<file path="src/rtl/regfile_wb_arbiter_if.sv">
// Bus between the execute/memory result producers, the issue stage and the
// register-file write-side arbiter. The arbiter takes the slave side.
interface regfile_wb_arbiter_if #(
  parameter int DATA_W   = 32,
  parameter int ADDR_W   = 5,
  parameter int LQ_DEPTH = 4
);
  // ALU result path (always accepted)
  logic                        alu_valid;
  logic [ADDR_W-1:0]           alu_addr;
  logic [DATA_W-1:0]           alu_data;

  // Long-latency result path (valid/ready)
  logic                        lu_valid;
  logic                        lu_ready;
  logic [ADDR_W-1:0]           lu_addr;
  logic [DATA_W-1:0]           lu_data;

  // Issue-stage reservation and hazard queries
  logic                        issue_mark;
  logic [ADDR_W-1:0]           issue_addr;
  logic [ADDR_W-1:0]           query_rs;
  logic [ADDR_W-1:0]           query_rt;
  logic                        rs_busy;
  logic                        rt_busy;

  // Register-file write port
  logic                        RegWrite;
  logic [ADDR_W-1:0]           WriteAddr;
  logic [DATA_W-1:0]           WriteData;

  // Long-latency FIFO occupancy
  logic [$clog2(LQ_DEPTH):0]   lq_count;

  modport master (
    output alu_valid, alu_addr, alu_data,
    output lu_valid, lu_addr, lu_data,
    input  lu_ready,
    output issue_mark, issue_addr, query_rs, query_rt,
    input  rs_busy, rt_busy,
    input  RegWrite, WriteAddr, WriteData,
    input  lq_count
  );

  modport slave (
    input  alu_valid, alu_addr, alu_data,
    input  lu_valid, lu_addr, lu_data,
    output lu_ready,
    input  issue_mark, issue_addr, query_rs, query_rt,
    output rs_busy, rt_busy,
    output RegWrite, WriteAddr, WriteData,
    output lq_count
  );
endinterface

</file>
<file path="src/rtl/regfile_wb_arbiter.sv">
// Write-side initiator for the register file. Merges the single-cycle ALU
// result with long-latency results (buffered in a small in-order FIFO) onto
// the one regfile write port, and tracks which destinations still have a
// write outstanding so issue can stall on rs/rt hazards.
module regfile_wb_arbiter #(
  parameter int DATA_W   = 32,
  parameter int ADDR_W   = 5,
  parameter int LQ_DEPTH = 4
) (
  input logic                  clock,
  input logic                  reset,
  regfile_wb_arbiter_if.slave  bus
);

  localparam int PtrW    = $clog2(LQ_DEPTH);
  localparam int CntW    = PtrW + 1;
  localparam int NumRegs = 2 ** ADDR_W;

  // FIFO storage and bookkeeping
  logic [ADDR_W-1:0] addrMem [LQ_DEPTH];
  logic [DATA_W-1:0] dataMem [LQ_DEPTH];
  logic [PtrW-1:0]   rdPtr;
  logic [PtrW-1:0]   wrPtr;
  logic [CntW-1:0]   count;

  // Registered write port
  logic              regWrite;
  logic [ADDR_W-1:0] writeAddr;
  logic [DATA_W-1:0] writeData;

  // Pending-write scoreboard, bit 0 never set
  logic [NumRegs-1:0] pending;
  logic [NumRegs-1:0] pendingNext;

  logic lqFull;
  logic lqEmpty;
  logic luReady;
  logic aluTake;
  logic lqPop;
  logic lqPush;

  // Select this cycle's writer: a real ALU result wins, else drain the FIFO head
  always_comb begin
    lqFull  = (count == CntW'(LQ_DEPTH));
    lqEmpty = (count == '0);
    luReady = !reset && !lqFull;
    aluTake = bus.alu_valid && (bus.alu_addr != '0);
    lqPop   = !aluTake && !lqEmpty;
    lqPush  = bus.lu_valid && luReady && (bus.lu_addr != '0);
  end

  // Register the selected write so the regfile sees it one clock after selection
  always_ff @(posedge clock) begin
    if (reset) begin
      regWrite  <= 1'b0;
      writeAddr <= '0;
      writeData <= '0;
    end else if (aluTake) begin
      regWrite  <= 1'b1;
      writeAddr <= bus.alu_addr;
      writeData <= bus.alu_data;
    end else if (lqPop) begin
      regWrite  <= 1'b1;
      writeAddr <= addrMem[rdPtr];
      writeData <= dataMem[rdPtr];
    end else begin
      regWrite  <= 1'b0;
      writeAddr <= '0;
      writeData <= '0;
    end
  end

  // FIFO pointers and occupancy; pointers wrap naturally at the power-of-two depth
  always_ff @(posedge clock) begin
    if (reset) begin
      rdPtr <= '0;
      wrPtr <= '0;
      count <= '0;
    end else begin
      if (lqPush) begin
        wrPtr <= wrPtr + PtrW'(1);
      end
      if (lqPop) begin
        rdPtr <= rdPtr + PtrW'(1);
      end
      case ({lqPush, lqPop})
        2'b10:   count <= count + CntW'(1);
        2'b01:   count <= count - CntW'(1);
        default: count <= count;
      endcase
    end
  end

  // FIFO payload storage; contents are meaningless once the pointers are reset
  always_ff @(posedge clock) begin
    if (lqPush) begin
      addrMem[wrPtr] <= bus.lu_addr;
      dataMem[wrPtr] <= bus.lu_data;
    end
  end

  // Scoreboard update: clear on commit, then a new reservation overrides the clear
  always_comb begin
    pendingNext = pending;
    if (regWrite) begin
      pendingNext[writeAddr] = 1'b0;
    end
    if (bus.issue_mark && (bus.issue_addr != '0)) begin
      pendingNext[bus.issue_addr] = 1'b1;
    end
    pendingNext[0] = 1'b0;
  end

  // Scoreboard state register
  always_ff @(posedge clock) begin
    if (reset) begin
      pending <= '0;
    end else begin
      pending <= pendingNext;
    end
  end

  assign bus.lu_ready  = luReady;
  assign bus.RegWrite  = regWrite;
  assign bus.WriteAddr = writeAddr;
  assign bus.WriteData = writeData;
  assign bus.lq_count  = count;
  assign bus.rs_busy   = pending[bus.query_rs];
  assign bus.rt_busy   = pending[bus.query_rt];

endmodule

</file>
<file path="src/flat_wrapper.sv">
// flat-port wrapper written by rule: the top's interface ports become plain ports
module regfile_wb_arbiter_flat 
#(
  parameter int DATA_W   = 32,
  parameter int ADDR_W   = 5,
  parameter int LQ_DEPTH = 4
)
  (clock, reset, bus_alu_valid, bus_alu_addr, bus_alu_data, bus_lu_valid, bus_lu_addr, bus_lu_data, bus_lu_ready, bus_issue_mark, bus_issue_addr, bus_query_rs, bus_query_rt, bus_rs_busy, bus_rt_busy, bus_RegWrite, bus_WriteAddr, bus_WriteData, bus_lq_count);
  regfile_wb_arbiter_if #(.DATA_W(DATA_W), .ADDR_W(ADDR_W), .LQ_DEPTH(LQ_DEPTH)) bus_i ();
  input logic clock;
  input logic reset;
  input wire logic [$bits(bus_i.alu_valid)-1:0] bus_alu_valid;
  input wire logic [$bits(bus_i.alu_addr)-1:0] bus_alu_addr;
  input wire logic [$bits(bus_i.alu_data)-1:0] bus_alu_data;
  input wire logic [$bits(bus_i.lu_valid)-1:0] bus_lu_valid;
  input wire logic [$bits(bus_i.lu_addr)-1:0] bus_lu_addr;
  input wire logic [$bits(bus_i.lu_data)-1:0] bus_lu_data;
  output wire logic [$bits(bus_i.lu_ready)-1:0] bus_lu_ready;
  input wire logic [$bits(bus_i.issue_mark)-1:0] bus_issue_mark;
  input wire logic [$bits(bus_i.issue_addr)-1:0] bus_issue_addr;
  input wire logic [$bits(bus_i.query_rs)-1:0] bus_query_rs;
  input wire logic [$bits(bus_i.query_rt)-1:0] bus_query_rt;
  output wire logic [$bits(bus_i.rs_busy)-1:0] bus_rs_busy;
  output wire logic [$bits(bus_i.rt_busy)-1:0] bus_rt_busy;
  output wire logic [$bits(bus_i.RegWrite)-1:0] bus_RegWrite;
  output wire logic [$bits(bus_i.WriteAddr)-1:0] bus_WriteAddr;
  output wire logic [$bits(bus_i.WriteData)-1:0] bus_WriteData;
  output wire logic [$bits(bus_i.lq_count)-1:0] bus_lq_count;
  assign bus_i.alu_valid = bus_alu_valid;
  assign bus_i.alu_addr = bus_alu_addr;
  assign bus_i.alu_data = bus_alu_data;
  assign bus_i.lu_valid = bus_lu_valid;
  assign bus_i.lu_addr = bus_lu_addr;
  assign bus_i.lu_data = bus_lu_data;
  assign bus_lu_ready = bus_i.lu_ready;
  assign bus_i.issue_mark = bus_issue_mark;
  assign bus_i.issue_addr = bus_issue_addr;
  assign bus_i.query_rs = bus_query_rs;
  assign bus_i.query_rt = bus_query_rt;
  assign bus_rs_busy = bus_i.rs_busy;
  assign bus_rt_busy = bus_i.rt_busy;
  assign bus_RegWrite = bus_i.RegWrite;
  assign bus_WriteAddr = bus_i.WriteAddr;
  assign bus_WriteData = bus_i.WriteData;
  assign bus_lq_count = bus_i.lq_count;
  regfile_wb_arbiter #(.DATA_W(DATA_W), .ADDR_W(ADDR_W), .LQ_DEPTH(LQ_DEPTH)) u_core (.clock(clock), .reset(reset), .bus(bus_i));
endmodule
</file>
<file path="config.mk">
export PLATFORM = sky130hd
export DESIGN_NAME = regfile_wb_arbiter_flat
export DESIGN_NICKNAME = d
export VERILOG_FILES = /design/src/rtl/regfile_wb_arbiter_if.sv /design/src/rtl/regfile_wb_arbiter.sv /design/src/flat_wrapper.sv
export SDC_FILE = /design/constraint.sdc
export NUM_CORES = 1
export LEC_CHECK = 0
export BUFFER_PORTS_ARGS = -buffer_cell sky130_fd_sc_hd__buf_4
export CAP_MARGIN = 20
export CORE_MARGIN = 8
export CORE_UTILIZATION = 51
export CTS_CLUSTER_DIAMETER = 100
export DETAILED_ROUTE_END_ITERATION = 10
export PLACE_DENSITY_LB_ADDON = 0.08
export RECOVER_POWER = 100
export SLEW_MARGIN = 25
export SYNTH_ARGS = -nofsm -noshare
export SYNTH_HDL_FRONTEND = slang
export SYNTH_SLANG_ARGS = --single-unit
</file>
<file path="constraint.sdc">
create_clock -name clock -period 3.8 [get_ports clock]
set_input_delay 0.38 -clock clock [delete_from_list [all_inputs] [get_ports clock]]
set_output_delay 0.38 -clock clock [all_outputs]
set_load 0.05 [all_outputs]
</file>
==> metrics.md <==
| Metric | Value |
|---|---|
| Outcome | `complete, but fails checks` |
| Failing checks | `max-capacitance violations, max-slew violations` |
| CP required | `4220 ps` |
| Cell Area, Synth | `8990 um^2` |
| Clock transition at path regs | `roughly 60 ps` |
| Top cells by area, synth | `edfxtp_1, dfxtp_1, mux4_2` |
| Commonest non-fill, non-tap cell in the layout | `edfxtp_1` |
| GRT Util Overall | `between 10% and 20%` |
| Number of synthesized flops with an enable pin | `148` |
| R2r startpoint | `u_core.bus.lq_count[0]$_SDFFE_PP0P_` |
| Synth top area share | `49.44%` |
| Share of cells above drive strength 1 | `19.07%` |
| Cell taking the most area after synthesis | `edfxtp_1` |
| Hold path endpoint | `u_core.bus.WriteData[14]$_SDFF_PP0_` |
| Seq/Total Area, Yosys | `66.81%` |
| Setup ws final | `1062 ps` |
| Slowest stage delay, CP | `about 1100 ps` |
| Post-DP HPWL | `between 10000 and 15000 um` |
| Fmax | `0.3652 GHz` |
| Arrival @ worst endpoint | `3160 ps` |
| Pwr/cell area | `a little over 600 nW/um^2` |
| Mean post-synth cell area | `13.98 um^2` |
| Setup TNS | `0 ps` |
| Min-delay worst type | `in2reg` |
| Die width | `148.8 um` |
| Final Hold Vio Count | `0` |
| VDD IR max | `0.4215 mV` |
| Final Cycle Share | `72.06%` |
| Root buffer cell | `clkbuf_16` |
| CTS tree | `built` |
| Worst Hold Launch | `bus_alu_data[14]` |
| Max Slew Vio Count | `approximately 100` |
| Layout net count | `874` |
| Worst path slowest cell | `clkbuf_1` |
| Top delay family on crit path | `buffers and inverters` |
| Yosys warnings | `0` |
| Post-CTS Setup Bufs | `0` |
| Hold buffers post-CTS | `0` |
| Pre-CTS WS | `~1000 ps` |
| R2R setup slack | `1320 ps` |
| Core area | `17300 um^2` |
| Boundary pin count | `138` |
| FF-to-FF path depth | `4` |
| I/O Buffers | `137` |
| Layout Utilization | `between 60% and 70%` |
| Die height | `148.8 um` |
| CTS Buf Count | `24` |
| Fin crit period | `2738 ps` |
| Prevailing post-synth register cell | `edfxtp_1` |
| Max Buffers Root-to-Sink | `3` |
| WL/cell | `21.40 um` |
| Largest net degree at the start of global routing | `79` |
| Worst path cell trace | `buf_4, or4_1, o21ai_4, clkbuf_1, a311oi_1, a31o_2` |
| Async set-reset flop share out of synthesis | `0%` |
| Vias in the first global route | `between 6000 and 7000` |
| #FFs+latches synth | `226` |
| DRC | `0` |
| Crit Path Max Fanout | `28` |
| Cells after Synth | `643` |
| Fillers | `1380` |
| Max_slew headroom | `-18.25%` |
| First-pass GRT wire length | `34000 um` |
| Grt ovf | `0` |
| Final Skew | `13.14 ps` |
| Commonest non-fill, non-tap cells in the layout | `edfxtp_1, clkbuf_1, dfxtp_1` |
| CP Launch Type | `primary input` |
| P&R area growth vs syn | `18.97%` |
| Slew @ Worst Pin | `about 1800 ps` |
| Initial Util | `51.97%` |
| Leak Pwr | `roughly 3.6 nW` |
| DR iter-0 viols | `about 480` |
| Final design instance area without fill | `about 11000 um^2` |
| CP endpoint kind | `flop` |
| RSZ-0062 raised after global routing | `no` |
| H-tree Lvls | `1` |
| Detailed Routing Iterations Pass 1 | `5` |
| Final ANT Viol Nets | `0` |
| Die area | `22130 um^2` |
| Avg Vias per Cell | `5.765` |
| WHS Path Cells | `3` |
| Area post-placement | `slightly above 10000 um^2` |
| Maxcap violations | `3` |
| Initial antenna violation count | `1` |
| Cts repair resizes | `0` |
| Vias | `5869` |
| Yosys cell types | `41` |
| Clk Latency, worst-skew pair | `530 ps` |
| Final GP Congestion | `0.8615` |
| Setup CP Type | `in2reg` |
| Syn_nets | `743` |
| FF-to-FF End | `u_core.dataMem[1][30]$_DFFE_PP_` |
| # setup viols final | `0` |
| Hold_ws | `approximately 100 ps` |
| Drt total wl | `21780 um` |
| Sink Count | `226` |
| Critical path buffers and inverters | `2` |
| Cell Rows | `48` |
layout make-up:
class / instances / area, um^2 / share of cell area, %
Antenna cell: 1 / 2.502 / 0.02340
Multi-Input combinational cell: 371 / 2808 / 26.25
Timing Repair Buffer: 142 / 750.7 / 7.019
Inverter: 9 / 33.78 / 0.3159
Tap cell: 225 / 281.5 / 2.632
Clock inverter: 12 / 135.1 / 1.263
Clock buffer: 32 / 670.6 / 6.270
Sequential cell: 226 / 6013 / 56.22
power by group:
group	switching [mW]	internal, mW	leakage, nW	total [mW]
combinational	0.781	0.434	1.20	1.22
clock	0.944	1.38	0.397	2.33
sequential	0.151	2.78	1.98	2.93
total	1.88	4.59	3.58	6.47
how the worst max path moves through the flow:
stage                                              startpoint                             endpoint  slack, ps  cells after the start
after floorplan           u_core.bus.lq_count[0]$_SDFFE_PP0P_       u_core.addrMem[0][0]$_DFFE_PP_        250                      4
after global placement                        bus_alu_addr[3]  u_core.bus.lq_count[2]$_SDFFE_PP0P_       1090                     10
after detailed placement                      bus_alu_addr[3]  u_core.bus.lq_count[2]$_SDFFE_PP0P_       1020                     10
after CTS                 u_core.bus.lq_count[0]$_SDFFE_PP0P_      u_core.dataMem[1][30]$_DFFE_PP_       1270                      4
after global routing                          bus_alu_addr[3]   u_core.bus.WriteData[0]$_SDFF_PP0_        980                      6
final                                         bus_alu_addr[2]                                 flop       1060                      6
per-layer routing:
layer | vias up | global-route usage (%) | wire (um)
met5 | - | 0 | 13
li1 | 2706 | - | -
met1 | 2861 | 23.99 | 8614
met2 | 254 | 33.27 | 10870
met4 | 2 | 7.118 | 630
met3 | 46 | 4.642 | 1650
flip-flops by register name (all words and copies together) (netlist names), named ones only:
register	count
u_core.dataMem	128
u_core.bus.WriteData	32
u_core.pending	31
u_core.addrMem	20
u_core.bus.WriteAddr	5
u_core.bus.lq_count	3
u_core.rdPtr	2
u_core.wrPtr	2
u_core.bus.RegWrite	1
kinds of logic (layout without fill, tap and decap cells):
| group | count (synthesis) | after routing | synth area share [%] |
|---|---|---|---|
| other | 0 | 1 | 0 |
| and+or+nand+nor | 172 | 172 | 9.158 |
| muxes | 62 | 62 | 12.90 |
| DFF | 226 | 226 | 66.81 |
| buffers and inverters | 46 | 195 | 2.157 |
| adders and majority gates | 6 | 6 | 0.9186 |
| xor gates and xnor gates | 2 | 2 | 0.1949 |
| AOI/OAI and AO/OA | 129 | 129 | 7.864 |
worst register-to-register path: stages, from the launching register on:
cell	delay [ps]
dfxtp_1	410
inv_1	110
a31oi_1	360
and3_1	320
and2_2	870
synth_stat cells, drive strengths merged, types with 5 or more instances:
library cell,number
edfxtp,148
dfxtp,78
a21oi,75
nand2,70
mux4,43
nand3,42
o21ai,34
clkbuf,26
nor2,20
mux2i,18
buf,11
inv,9
a32oi,5
ha,5
nand3b,5
per-stage QoR:
step / power [mW] / instances
after floorplan: 3.838 / 643
after global placement: 4.260 / 973
after detailed placement: 4.287 / 973
after CTS: 6.609 / 1017
after global routing: 6.711 / 1017
final: 6.472 / 1018
Power figures use the tool's default switching activity.
